$ cat config.mk
export PLATFORM = sky130hd
export DESIGN_NAME = led_sequencer
export DESIGN_NICKNAME = d
export VERILOG_FILES = /design/src/rtl/led_sequencer.sv
export SDC_FILE = /design/constraint.sdc
export NUM_CORES = 1
export LEC_CHECK = 0
export BUFFER_PORTS_ARGS = -buffer_cell sky130_fd_sc_hd__buf_2
export CAP_MARGIN = 20
export CORE_MARGIN = 2
export CORE_UTILIZATION = 45
export DETAILED_ROUTE_END_ITERATION = 8
export PLACE_DENSITY_LB_ADDON = 0.1
export REMOVE_ABC_BUFFERS = 1
export SLEW_MARGIN = 20
export SYNTH_ARGS = -nofsm -noshare
export SYNTH_HDL_FRONTEND = slang
export SYNTH_SLANG_ARGS = --single-unit
$ cat constraint.sdc
create_clock -name __clk -period 2.3 [get_ports __clk]
set_clock_uncertainty 0.05 [all_clocks]
set_input_delay 0.23 -clock __clk [delete_from_list [all_inputs] [get_ports __clk]]
set_output_delay 0.23 -clock __clk [all_outputs]
set_load 0.01 [all_outputs]
$ cat src/rtl/led_sequencer.sv
// rtl/led_sequencer.sv - issues n LED patterns to write_leds with programmable inter-write delay
module led_sequencer #(
    parameter int DELAY_W = 24
) (
    input  logic               __clk,
    input  logic               __reset,
    input  logic [7:0]         __p_n,
    input  logic [1:0]         __p_mode,
    input  logic [DELAY_W-1:0] __p_delay,
    input  logic               __start,
    output logic               __valid,
    output logic               __idle,
    output logic [7:0]         __retval,
    output logic [3:0]         wl_p_c,
    output logic               wl_start,
    input  logic               wl_valid,
    input  logic               wl_idle
);

    typedef enum logic [2:0] {
        S_IDLE,
        S_ISSUE,
        S_WAIT_ACK,
        S_DELAY,
        S_DONE
    } state_t;

    state_t               state_q, state_d;
    logic [7:0]           n_q, n_d;
    logic [1:0]           mode_q, mode_d;
    logic [DELAY_W-1:0]   delay_q, delay_d;
    logic [DELAY_W-1:0]   dcnt_q, dcnt_d;
    logic [7:0]           cnt_q, cnt_d;
    logic [3:0]           pat_q, pat_d;
    logic [3:0]           k_q, k_d;
    logic                 dir_q, dir_d;

    logic [3:0]           k_nxt;
    logic [3:0]           pat_nxt;
    logic                 dir_nxt;

    always_ff @(posedge __clk) begin
        if (__reset) begin
            state_q <= S_IDLE;
            n_q     <= '0;
            mode_q  <= '0;
            delay_q <= '0;
            dcnt_q  <= '0;
            cnt_q   <= '0;
            pat_q   <= '0;
            k_q     <= '0;
            dir_q   <= 1'b0;
        end else begin
            state_q <= state_d;
            n_q     <= n_d;
            mode_q  <= mode_d;
            delay_q <= delay_d;
            dcnt_q  <= dcnt_d;
            cnt_q   <= cnt_d;
            pat_q   <= pat_d;
            k_q     <= k_d;
            dir_q   <= dir_d;
        end
    end

    // Pattern successor; dir_q=1 means the bounce is moving toward bit 3.
    always_comb begin
        k_nxt   = k_q + 4'd1;
        pat_nxt = pat_q;
        dir_nxt = dir_q;
        case (mode_q)
            2'd0: pat_nxt = k_nxt;
            2'd1: pat_nxt = {pat_q[2:0], pat_q[3]};
            2'd2: begin
                if (dir_q) begin
                    if (pat_q == 4'd8) begin
                        pat_nxt = 4'd4;
                        dir_nxt = 1'b0;
                    end else begin
                        pat_nxt = {pat_q[2:0], 1'b0};
                    end
                end else begin
                    if (pat_q == 4'd1) begin
                        pat_nxt = 4'd2;
                        dir_nxt = 1'b1;
                    end else begin
                        pat_nxt = {1'b0, pat_q[3:1]};
                    end
                end
            end
            default: pat_nxt = k_nxt ^ {1'b0, k_nxt[3:1]};
        endcase
    end

    always_comb begin
        state_d = state_q;
        n_d     = n_q;
        mode_d  = mode_q;
        delay_d = delay_q;
        dcnt_d  = dcnt_q;
        cnt_d   = cnt_q;
        pat_d   = pat_q;
        k_d     = k_q;
        dir_d   = dir_q;
        case (state_q)
            S_IDLE: begin
                if (__start) begin
                    n_d     = __p_n;
                    mode_d  = __p_mode;
                    delay_d = __p_delay;
                    cnt_d   = '0;
                    k_d     = '0;
                    dir_d   = 1'b1;
                    pat_d   = (__p_mode == 2'd1 || __p_mode == 2'd2) ? 4'd1 : 4'd0;
                    state_d = (__p_n == 8'd0) ? S_DONE : S_ISSUE;
                end
            end
            S_ISSUE: begin
                if (wl_idle) state_d = S_WAIT_ACK;
            end
            S_WAIT_ACK: begin
                if (wl_valid) begin
                    cnt_d = cnt_q + 8'd1;
                    k_d   = k_nxt;
                    pat_d = pat_nxt;
                    dir_d = dir_nxt;
                    if (cnt_q + 8'd1 == n_q) begin
                        state_d = S_DONE;
                    end else if (delay_q == '0) begin
                        state_d = S_ISSUE;
                    end else begin
                        dcnt_d  = delay_q;
                        state_d = S_DELAY;
                    end
                end
            end
            S_DELAY: begin
                dcnt_d = dcnt_q - DELAY_W'(1);
                if (dcnt_q == DELAY_W'(1)) state_d = S_ISSUE;
            end
            S_DONE:  state_d = S_IDLE;
            default: state_d = S_IDLE;
        endcase
    end

    assign wl_start = (state_q == S_ISSUE) && wl_idle;
    assign wl_p_c   = pat_q;
    assign __valid  = (state_q == S_DONE);
    assign __idle   = (state_q == S_IDLE);
    assign __retval = (state_q == S_DONE) ? cnt_q : 8'd0;

endmodule
### After elaboration in Yosys (flattened, before gate mapping)

Cells that the tools add are included.

* add/subtract/negate cells: 3
* equal/unequal tests: 19
* multiplexer cells: 34
* bitwise logic cells: 1
* reductions and logical operators: 13

Operators by type and width (count)
* two-way mux 24 bit: 3
* case mux 24 bit (2 select lines): 1
* equality test 24 x 1 -> 1 bit (second input constant): 1
* zero test 24 bit: 1
* two-way mux 4 bit: 6
* two-way mux 8 bit: 3
* subtractor 24 x 1 -> 24 bit (second input constant): 1
* two-way mux 3 bit: 7
* case mux 4 bit (2 select lines): 2
* case mux 8 bit (2 select lines): 1
* != test 2 bit (second input constant): 6
* case mux 3 bit (4 select lines): 1
* case mux 4 bit (3 select lines): 1
* AND reduction 4 bit: 3
* adder 8 x 1 -> 8 bit (second input constant): 1
* equality test 8 bit: 1
* zero test 8 bit: 1
* two-way mux 1 bit: 7
* equality test 3 x 2 -> 1 bit (second input constant): 2
* adder 4 x 1 -> 4 bit (second input constant): 1
* equality test 2 x 1 -> 1 bit (second input constant): 2
* equality test 2 bit (second input constant): 2
* equality test 4 x 1 -> 1 bit (second input constant): 1
* equality test 4 bit (second input constant): 1
* other kinds (13): 14

* flip-flop bits (word level): 78
* logic and storage cells: 79

### Logic depth before layout (Yosys ltp)

Gate-level depths: netlist of the first run.

* depth in word-level cells: 6
* depth in mapped cells: 9
* depth with buffers taken out: 8

### Worst setup path after synthesis of the first run

No wires, ideal clock.

* path kind: flip-flop to flip-flop
* start point: register cnt_q[0]
* end point: register dcnt_q[19]
* setup time: 0.135 ns
* arrival: 2.100 ns
* data required time: 2.115 ns
* path slack: 0.015 ns
* stages on the path, launching flop included: 10
* period minus slack after synthesis: 2.285 ns
* path through: dfxtp_1 > ha_1 > nor3b_1 > o21a_1 > o31ai_2 > nor4_2 > buf_6 > buf_6 > o311ai_0 > o41ai_1

* word-level cells in the longest chain between the ends: 4

Ends and longest elaborated chain
* start, declared: RTL line 33 `logic [7:0] cnt_q, cnt_d;`
* start signal, assigned: RTL line 59 `cnt_q <= cnt_d;`
* adder 8 x 1 -> 8 bit: RTL line 127 `if (cnt_q + 8'd1 == n_q) begin`
* equality test 8 bit: RTL line 127
* != test 2 bit (no source line)
* AND reduction 4 bit (no source line)
* end signal, assigned: RTL line 58 `dcnt_q <= dcnt_d;`
* end, declared: RTL line 32 `logic [DELAY_W-1:0] dcnt_q, dcnt_d;`

Every way passes these cells.
A chain may end at the register's enable or synchronous reset.

### Final worst setup path of the first run

* start point: register cnt_q[1]
* end point: register dcnt_q[19]

Same word-level chain as after synthesis.

==> impl_metrics.json, run 1 <==
{
  "vias_per_cell": 5.81,
  "yosys_warnings": 0,
  "start_util_pct": 45.7,
  "slew_headroom_pct": 33.9,
  "crit_path_start_kind": "flip-flop",
  "setup_viol": 0,
  "fin_ws_ns": 0.0419,
  "power_frac_clock_pct": 25.7,
  "tritoncts": "done",
  "total_power_mw": 3.89,
  "syn2layout_area_growth_pct": 25.1,
  "grt.total_usage_pct": 26.1,
  "status": "completed",
  "drtPass1Iterations": 5,
  "ant_nets": 0,
  "fmax_mhz": 443,
  "path_cells": "buf_4 > nand4_1 > or3_4 > nand3_2 > nor4_4 > buf_4 > buf_4 > o311ai_0 > o41ai_1",
  "fin_nets": 701,
  "grt_pass1_wl_um": 21300,
  "antenna_found_initial": 0,
  "core.rowCount": 36,
  "cts.sinks": 78,
  "clk_latency_ns": 0.37,
  "p_switching_mw": 1.41,
  "crit_path_end_kind": "flip-flop",
  "critPathSlowestCell": "or3_4",
  "avgSynthCellArea_um2": 7.61,
  "synth-main-ff-cell": "dfxtp_1",
  "intPower_mw": 2.48,
  "crit_fanout": 5,
  "numPortBuffers": 53,
  "p_seq_share_pct": 40.7,
  "ir_drop_uv": 365,
  "overflow": 0,
  "fillCellCount": 910,
  "first_iter_violations": 283,
  "clk_path_buf_depth": 2,
  "synth_seq_cells": 78,
  "grt_pass1_vias": 4128,
  "clk_pin_slew_worst_paths_ns": 0.08,
  "required_ns": 2.48,
  "ys_async_sr_fraction_pct": 0,
  "die_h_um": 103,
  "max_cap_violations": 0,
  "worst_slew_pin_slew_ns": 0.987,
  "place_congestion": 0.891,
  "switching_share_pct": 36.3,
  "period_share_pct": 98.2,
  "criticalPathCategory": "flip-flop to flip-flop",
  "postLayoutCellArea_mm2": 0.00548,
  "synthDistinctLibCells": 70,
  "finalHoldViolations": 0,
  "dpl.hpwl_um": 9190,
  "num_vias": 4627,
  "hp-class": "input port to flip-flop",
  "wl_per_cell_um": 17.0,
  "htreeDepth": 3,
  "critical-path-max-stage-delay_ns": 0.45,
  "power_density_mw_per_mm2": 709,
  "mappedNetlistArea_mm2": 0.00438,
  "utilization_pct": 57.1,
  "die_area_mm2": 0.0105,
  "drive_gt1_share_pct": 26.5,
  "n_antenna_cell": 0,
  "power_frac_comb_pct": 33.5,
  "placed_cell_area_mm2": 0.00508,
  "slew_violations": 0,
  "cp.arrival_ns": 2.44,
  "setup_tns_ns": 0,
  "cts_buffers": 9,
  "synth_edf_count": 0,
  "routed_wl_um": 13500,
  "finalCriticalPeriod_ns": 2.26,
  "dp_slack_ns": -0.0511,
  "pin_count": 54,
  "cpMostUsedCell": "buf_4",
  "p_leak_nw": 2.11,
  "die_w_um": 103,
  "drcViolationCount": 0,
  "synth_cells": 576,
  "cts_root_buf": "clkbuf_8",
  "grt_max_degree": 72,
  "core_area_mm2": 0.00959,
  "ys_seq_area_share_pct": 35.6
}
## metal layers
layer	GRT usage, %	vias to the layer above	wire length, µm
met2	37.3	198	5810
li1	-	2260	-
met1	39.8	2149	6460
met3	4.81	20	1030
met4	7.79	0	201
met5	0	-	0
## power by group through the flow
stage | Combinational [mW] | Sequential [mW] | Clock, mW
2_1_floorplan | 0.721 | 1.58 | 0
4_1_cts | 1.23 | 1.58 | 1.01
5_1_grt | 1.43 | 1.60 | 1.08
3_3_place_gp | 1.20 | 1.61 | 0
3_5_place_dp | 1.22 | 1.61 | 0
6_report | 1.30 | 1.58 | 1.00
## final cells by class
| type | count | area [µm²] | area share (%) |
|---|---|---|---|
| inverter | 12 | 45.0 | 0.822 |
| multi-input combinational | 443 | 2740 | 50.0 |
| sequential | 78 | 1570 | 28.7 |
| timing repair buffer | 114 | 771 | 14.1 |
| clock buffer | 13 | 169 | 3.08 |
| tap | 133 | 166 | 3.04 |
| clock inverter | 3 | 17.5 | 0.319 |
## critical path, delay by kind of cell, from the launching register on
family	cells	cell delay (ns)
AND/OR/NAND/NOR	4	0.79
buffers and inverters	3	0.48
AO/OA/AOI/OAI	2	0.43
flip-flops	1	0.37
## state kept, by name, summed over array words and instances, names as in the netlist, 2 cells and up
register	flops
dcnt_q	24
n_q	8
mode_q	2
state_q	3
delay_q	24
k_q	4
wl_p_c	4
cnt_q	8
## stage by stage
| step | std cells | hold WS [ns] |
|---|---|---|
| floorplan | 533 | 0.249 |
| global placement | 775 | 0.409 |
| detailed placement | 775 | 0.413 |
| CTS | 791 | 0.0362 |
| global route | 796 | 0.0374 |
| finish | 796 | 0.0378 |
## layout by cell type (no fill, tap or decap), drive strengths merged, types with 4 or more instances in the layout
master  Yosys  routed
buf        14     114
nand2      92      92
a21oi      80      80
dfxtp      78      78
nor2       53      53
o21ai      24      24
nor3       21      21
nor4       19      19
nand3      17      17
a31oi      14      14
clkbuf     29      13
inv        12      12
o31ai      11      11
and2        9       9
xor2        8       8
a22oi       7       7
o311ai      7       7
o32ai       6       6
xnor2       6       6
nor2b       5       5
nand4       5       5
and3        4       4
o211ai      4       4
ha          4       4
## synthesized netlist by cell type, types with 3 or more instances
cell type  number  share of area [%]
and2_1          9                1.3
nand3_1        17                1.9
and3_1          4               0.57
nor2b_1         5               0.71
a31oi_1        14                2.0
o21a_1          3               0.51
nand4_1         4               0.57
a22oi_1         7                1.2
or3_1           3               0.43
buf_6           3               0.77
nor4_1         15                2.1
nor2_1         52                4.5
nand3b_1        3               0.51
o31ai_1         9                1.5
nor3_1         20                2.3
o32ai_1         6                1.2
o211ai_1        4               0.68
xor2_1          8                1.6
a21oi_1        80                9.1
dfxtp_1        78                 36
buf_4           4               0.68
a211o_1         3               0.60
xnor2_1         6                1.2
o21ai_0        22                2.5
nand2_1        92                7.9
o311ai_0        6                1.2
clkbuf_1       28                2.4
inv_1          12                1.0
ha_1            4                1.1
buf_2           6               0.68
## cells by family after synthesis
group / count (synthesis) / share of synthesized area [%]
AND/OR/NAND/NOR: 242 / 27.2
AO/OA/AOI/OAI: 182 / 27.0
flip-flops: 78 / 35.6
buffers and inverters: 55 / 5.76
XOR/XNOR: 14 / 2.80
adder cells (fa/ha/maj): 4 / 1.14
multiplexers: 1 / 0.514
## worst paths after layout
| path | cells past startpoint | end | start | slack (ns) |
|---|---|---|---|---|
| worst min register to register | 2 | n_q[1] | n_q[1] | 0.42 |
| worst max register to register | 9 | dcnt_q[19] | cnt_q[1] | 0.04 |
| worst min-delay path | 3 | delay_q[11] | __p_delay[11] | 0.04 |
| worst max-delay path | 9 | dcnt_q[19] | cnt_q[1] | 0.04 |
## what timing repair did
action | 4_1_cts | 5_1_grt
buffers inserted | 0 | 4
setup endpoints to repair | 11 | 23
gates cloned | 0 | 1
gates resized for setup | 4 | 41
hold buffers | 0 | 0
pin swaps | 0 | 10
Power figures use the tool's default switching activity.
==> inputs of run 2 (changes only) <==
- ABC_AREA: unset -> 1
==> run 2 against run 1 <==
Effect of this change:
- synthesized cell count rose by 25%
- wire length down 17%
- die area up 2.5%
- global-route usage down 4.6 points
- hold slack improved by 0.062 ns
==> impl_metrics.json, run 2 <==
{
  "status": "completed",
  "vias_per_cell": 5.08,
  "n_antenna_cell": 0,
  "clk_latency_ns": 0.36,
  "crit_start": "cnt_q[1]",
  "ir_drop_uv": 477,
  "final_common_cell": "nand2_1",
  "routed_wl_um": 11200,
  "worstHoldStart": "__p_delay[7]",
  "worst_slew_pin_slew_ns": 0.518,
  "critPathSlowestCell": "dfxtp_1",
  "max_cap_violations": 0,
  "power_density_mw_per_mm2": 1310,
  "grt_max_degree": 60,
  "r2r-end": "dcnt_q[23]",
  "synth_seq_cells": 78,
  "setup_tns_ns": 0,
  "core.rowCount": 36,
  "avgSynthCellArea_um2": 6.23,
  "fin_ws_ns": 0.257,
  "placed_cell_area_mm2": 0.00489,
  "pin_count": 54,
  "grt_pass1_vias": 4206,
  "drtPass1Iterations": 5,
  "die_area_mm2": 0.0108,
  "postLayoutCellArea_mm2": 0.00506,
  "wl_per_cell_um": 12.3,
  "numPortBuffers": 53,
  "ys_async_sr_fraction_pct": 0,
  "finalHoldViolations": 0,
  "synth-main-ff-cell": "dfxtp_1",
  "drcViolationCount": 0,
  "period_share_pct": 88.8,
  "num_vias": 4589,
  "fillCellCount": 1030,
  "dpl.cell_count": 889,
  "ys_top_cells_by_count": "165 x nand2_1, 110 x nor2_1, 79 x inv_1",
  "synth_cells": 722,
  "reg2reg_from": "cnt_q[1]",
  "setup_viol": 0,
  "hold_slack_ns": 0.0999,
  "synth_most_common_cell": "nand2_1",
  "criticalPathCategory": "flip-flop to flip-flop",
  "dpl.hpwl_um": 7970,
  "r2r_cells": 11,
  "synthDistinctLibCells": 32,
  "critical-path-max-stage-delay_ns": 0.39,
  "die_w_um": 104,
  "min_to": "delay_q[7]",
  "utilization_pct": 52.0,
  "fin_nets": 810,
  "rsz0062_at_grt": "no",
  "cp.arrival_ns": 2.25,
  "htreeDepth": 3,
  "antenna_found_initial": 0,
  "grt.total_usage_pct": 21.5,
  "yosys_warnings": 0,
  "mappedNetlistArea_mm2": 0.00450,
  "final_cell_mix": "164 x nand2_1, 110 x nor2_1, 79 x inv_1",
  "slew_violations": 0,
  "ys_seq_area_share_pct": 34.7,
  "final_cells": 904,
  "die_h_um": 104,
  "hp-class": "input port to flip-flop",
  "path_cells": "ha_1 > nand2_2 > nor2_2 > nand3_1 > nand3_1 > nand2_1 > nor2_2 > nand4_4 > buf_4 > a21oi_1 > nor2_1",
  "crit_path_start_kind": "flip-flop",
  "clk_path_buf_depth": 2,
  "p_leak_nw": 2.31,
  "multi_input_area_mm2": 0.00252,
  "cts.sinks": 78,
  "synth_edf_count": 0,
  "synth_area_leaders": "dfxtp_1 35%, nand2_1 14%, nor2_1 9.2%",
  "synth.top_cell.area_share_pct": 34.7,
  "dp_slack_ns": 0.278,
  "crit_fanout": 13,
  "cts_root_buf": "clkbuf_8",
  "finalCriticalPeriod_ns": 2.04,
  "overflow": 0,
  "cts_buffers": 9,
  "place_congestion": 0.889,
  "cts_setup_buffers": 0,
  "required_ns": 2.51,
  "fmax_mhz": 490,
  "drive_gt1_share_pct": 11.8,
  "core_area_mm2": 0.00973,
  "first_iter_violations": 213,
  "top_regs": "dcnt_q x24, delay_q x24",
  "start_util_pct": 46.3,
  "grt_pass1_wl_um": 19300,
  "syn2layout_area_growth_pct": 12.5,
  "seq_area_mm2": 0.00156,
  "tritoncts": "done",
  "total_power_mw": 6.62,
  "yosys.area.top_type": "dfxtp_1",
  "hold_path_depth": 3,
  "crit_path_end_kind": "flip-flop",
  "r2r_slack_ns": 0.26,
  "clk_pin_slew_worst_paths_ns": 0.08,
  "ant_nets": 0,
  "slew_headroom_pct": 65.4
}
run 2: cell count changes after synthesis, moves of 9 or more:
cell     previous run  this run
inv_1              12        79
nand3_1            17        58
nor2_1             52       110
nand2_1            92       165
nor3_1             20         6
o31ai_1             9         0
a21oi_1            80        71
nor4_1             15         2
o21ai_0            22        64
a31oi_1            14         2
run 2: routing by layer:
layer	vias to the layer above	routed length, µm	track usage, %
li1	2426	-	-
met1	2048	5660	30.4
met2	97	4760	32.5
met3	18	503	3.63
met4	0	230	8.98
met5	-	0	0
run 2: how the worst max path moves through the flow:
| stage | to | cells after the start |
|---|---|---|
| global route | dcnt_q[8] | 11 |
| CTS | dcnt_q[10] | 12 |
| global placement | dcnt_q[1] | 12 |
| floorplan | cnt_q[0] | 8 |
| detailed placement | dcnt_q[10] | 12 |
| finish | dcnt_q[23] | 11 |
run 2: power breakdown:
group | leakage, nW | internal [mW] | switching (mW)
Clock | 0.0865 | 0.446 | 0.485
Sequential | 0.639 | 1.72 | 0.306
Combinational | 1.58 | 1.26 | 2.41
run 2: cell families (layout without fill, tap and decap cells):
logic type	Yosys count	in the layout	synth area share [%]
and+or+nand+nor	370	370	35.0
AOI/OAI and AO/OA	148	148	17.1
buffers and inverters	109	158	9.54
DFF	78	78	34.7
xor gates and xnor gates	13	13	2.53
adders and majority gates	4	4	1.11
run 2: worst max-delay path: cells and delay by family, from the launching register on:
kind                     cells  cell delay (ns)
AO/OA/AOI/OAI                1             0.13
buffers and inverters        1             0.23
adder cells (fa/ha/maj)      1             0.27
AND/OR/NAND/NOR              8             0.87
flip-flops                   1             0.39
run 2: cell type report:
class                      count  area share, %
inverter                      82           6.08
sequential                    78           30.8
clock inverter                 1         0.0989
multi-input combinational    535           49.8
clock buffer                  14           3.21
timing repair buffer          61           6.67
tap                          133           3.29
run 2: repair_timing:
action | in CTS | in global routing
resized for setup | 0 | 1
setup endpoints to repair | 0 | 2
hold buffers | 0 | 0
==> inputs of run 3 (changes only) <==
- MAX_ROUTING_LAYER: unset -> met4
==> run 3 against run 2 <==
Effect of this change:
- register-to-register slack about the same
- sequential cell count unchanged
- die area unchanged
- non-clock buffer count unchanged
- clock power increased by 0.5%
- hold slack got worse by 0.0059 ns
- critical endpoint is now dcnt_q[21]
==> impl_metrics.json, run 3 (synthesis results as in run 2) <==
{
  "cts_setup_buffers": 0,
  "die_h_um": 104,
  "place_congestion": 0.904,
  "die_area_mm2": 0.0108,
  "period_share_pct": 88.9,
  "vias_per_cell": 5.07,
  "overflow": 0,
  "first_iter_violations": 240,
  "fin_nets": 810,
  "fmax_mhz": 489,
  "routed_wl_um": 11100,
  "die_w_um": 104,
  "crit_path_end_kind": "flip-flop",
  "drive_gt1_share_pct": 11.8,
  "reg2reg_from": "cnt_q[1]",
  "worst_slew_pin_slew_ns": 0.514,
  "finalHoldViolations": 0,
  "final_common_cell": "nand2_1",
  "cts_root_buf": "clkbuf_8",
  "r2r-end": "dcnt_q[21]",
  "crit_start": "cnt_q[1]",
  "core_area_mm2": 0.00973,
  "n_antenna_cell": 0,
  "hold_path_depth": 3,
  "r2r_cells": 11,
  "min_to": "delay_q[17]",
  "final_cell_mix": "164 x nand2_1, 110 x nor2_1, 79 x inv_1",
  "criticalPathCategory": "flip-flop to flip-flop",
  "setup_viol": 0,
  "syn2layout_area_growth_pct": 12.5,
  "status": "completed",
  "finalCriticalPeriod_ns": 2.04,
  "drtPass1Iterations": 5,
  "drcViolationCount": 0,
  "final_cells": 904,
  "start_util_pct": 46.3,
  "grt_pass1_wl_um": 19300,
  "worstHoldStart": "__p_delay[17]",
  "critPathSlowestCell": "dfxtp_1",
  "wl_per_cell_um": 12.3,
  "grt_pass1_vias": 4202,
  "required_ns": 2.51,
  "htreeDepth": 3,
  "p_leak_nw": 2.31,
  "top_regs": "dcnt_q x24, delay_q x24",
  "clk_pin_slew_worst_paths_ns": 0.08,
  "num_vias": 4580,
  "dpl.cell_count": 889,
  "numPortBuffers": 53,
  "slew_violations": 0,
  "dp_slack_ns": 0.278,
  "antenna_found_initial": 0,
  "path_cells": "ha_1 > nand2_2 > nor2_2 > nand3_1 > nand3_1 > nand2_1 > nor2_2 > nand4_4 > buf_4 > a21oi_1 > nor2_1",
  "hold_slack_ns": 0.0940,
  "fin_ws_ns": 0.256,
  "r2r_slack_ns": 0.26,
  "cp.arrival_ns": 2.26,
  "max_cap_violations": 0,
  "pin_count": 54,
  "crit_fanout": 13,
  "hp-class": "input port to flip-flop",
  "core.rowCount": 36,
  "ir_drop_uv": 475,
  "crit_path_start_kind": "flip-flop",
  "grt_max_degree": 60,
  "dpl.hpwl_um": 7970,
  "grt.total_usage_pct": 22.2,
  "ant_nets": 0,
  "power_density_mw_per_mm2": 1310,
  "cts.sinks": 78,
  "tritoncts": "done",
  "rsz0062_at_grt": "no",
  "clk_latency_ns": 0.37,
  "slew_headroom_pct": 65.7,
  "critical-path-max-stage-delay_ns": 0.39,
  "clk_path_buf_depth": 2,
  "utilization_pct": 52.0,
  "cts_buffers": 9
}
==> run 3: cell counts in the layout (fill, tap and decap cells not counted) <==
Identical to the previous run, type by type.
==> run 3: routing by layer <==
metal | global-route usage, % | wire, µm | up-vias
met5 | - | 0 | -
met4 | 7.24 | 181 | 0
met3 | 4.76 | 570 | 19
met2 | 32.5 | 4750 | 111
met1 | 30.5 | 5620 | 2025
li1 | - | - | 2425
==> run 3: where the power goes <==
| part | internal (mW) | total (mW) | switching [mW] |
|---|---|---|---|
| registers | 1.72 | 2.02 | 0.304 |
| logic | 1.26 | 3.66 | 2.41 |
| clock network | 0.445 | 0.936 | 0.491 |
| total | 3.42 | 6.63 | 3.20 |
==> run 3: how the worst max path moves through the flow <==
stage | end | slack (ns) | cells past startpoint
6_report | dcnt_q[21] | 0.26 | 11
5_1_grt | dcnt_q[8] | 0.01 | 11
3_5_place_dp | dcnt_q[10] | 0.28 | 12
4_1_cts | dcnt_q[10] | 0.25 | 12
2_1_floorplan | cnt_q[0] | -0.12 | 8
3_3_place_gp | dcnt_q[1] | 0.35 | 12
==> run 3: what timing repair did <==
item                                    in CTS  in global routing
endpoints found under the setup margin       0                  2
gates resized for setup                      0                  1
hold buffers                                 0                  0
endpoints found under the hold margin        0                  0
==> run 3: metrics by stage <==
step	total power, mW	TNS, ns	area, µm²
after floorplan	4.77	-0.924	4380
after global placement	5.61	0	4890
after detailed placement	5.67	0	4890
after CTS	6.63	0	5050
after global routing	7.33	0	5060
final	6.63	0	5060
==> run 3: layout make-up <==
type	count	area [µm²]
Timing Repair Buffer	61	338
Clock buffer	14	163
Clock inverter	1	5.00
Multi-Input combinational cell	535	2520
Tap cell	133	166
Sequential cell	78	1560
Inverter	82	308
Fill cell	1030	4670
==> run 3: critical path: cells and delay by family, from the launching register on <==
kind / cells / cell delay [ns]
compound gates: 1 / 0.14
flops: 1 / 0.39
fa+ha+maj: 1 / 0.27
simple gates: 8 / 0.87
buf+inv: 1 / 0.23
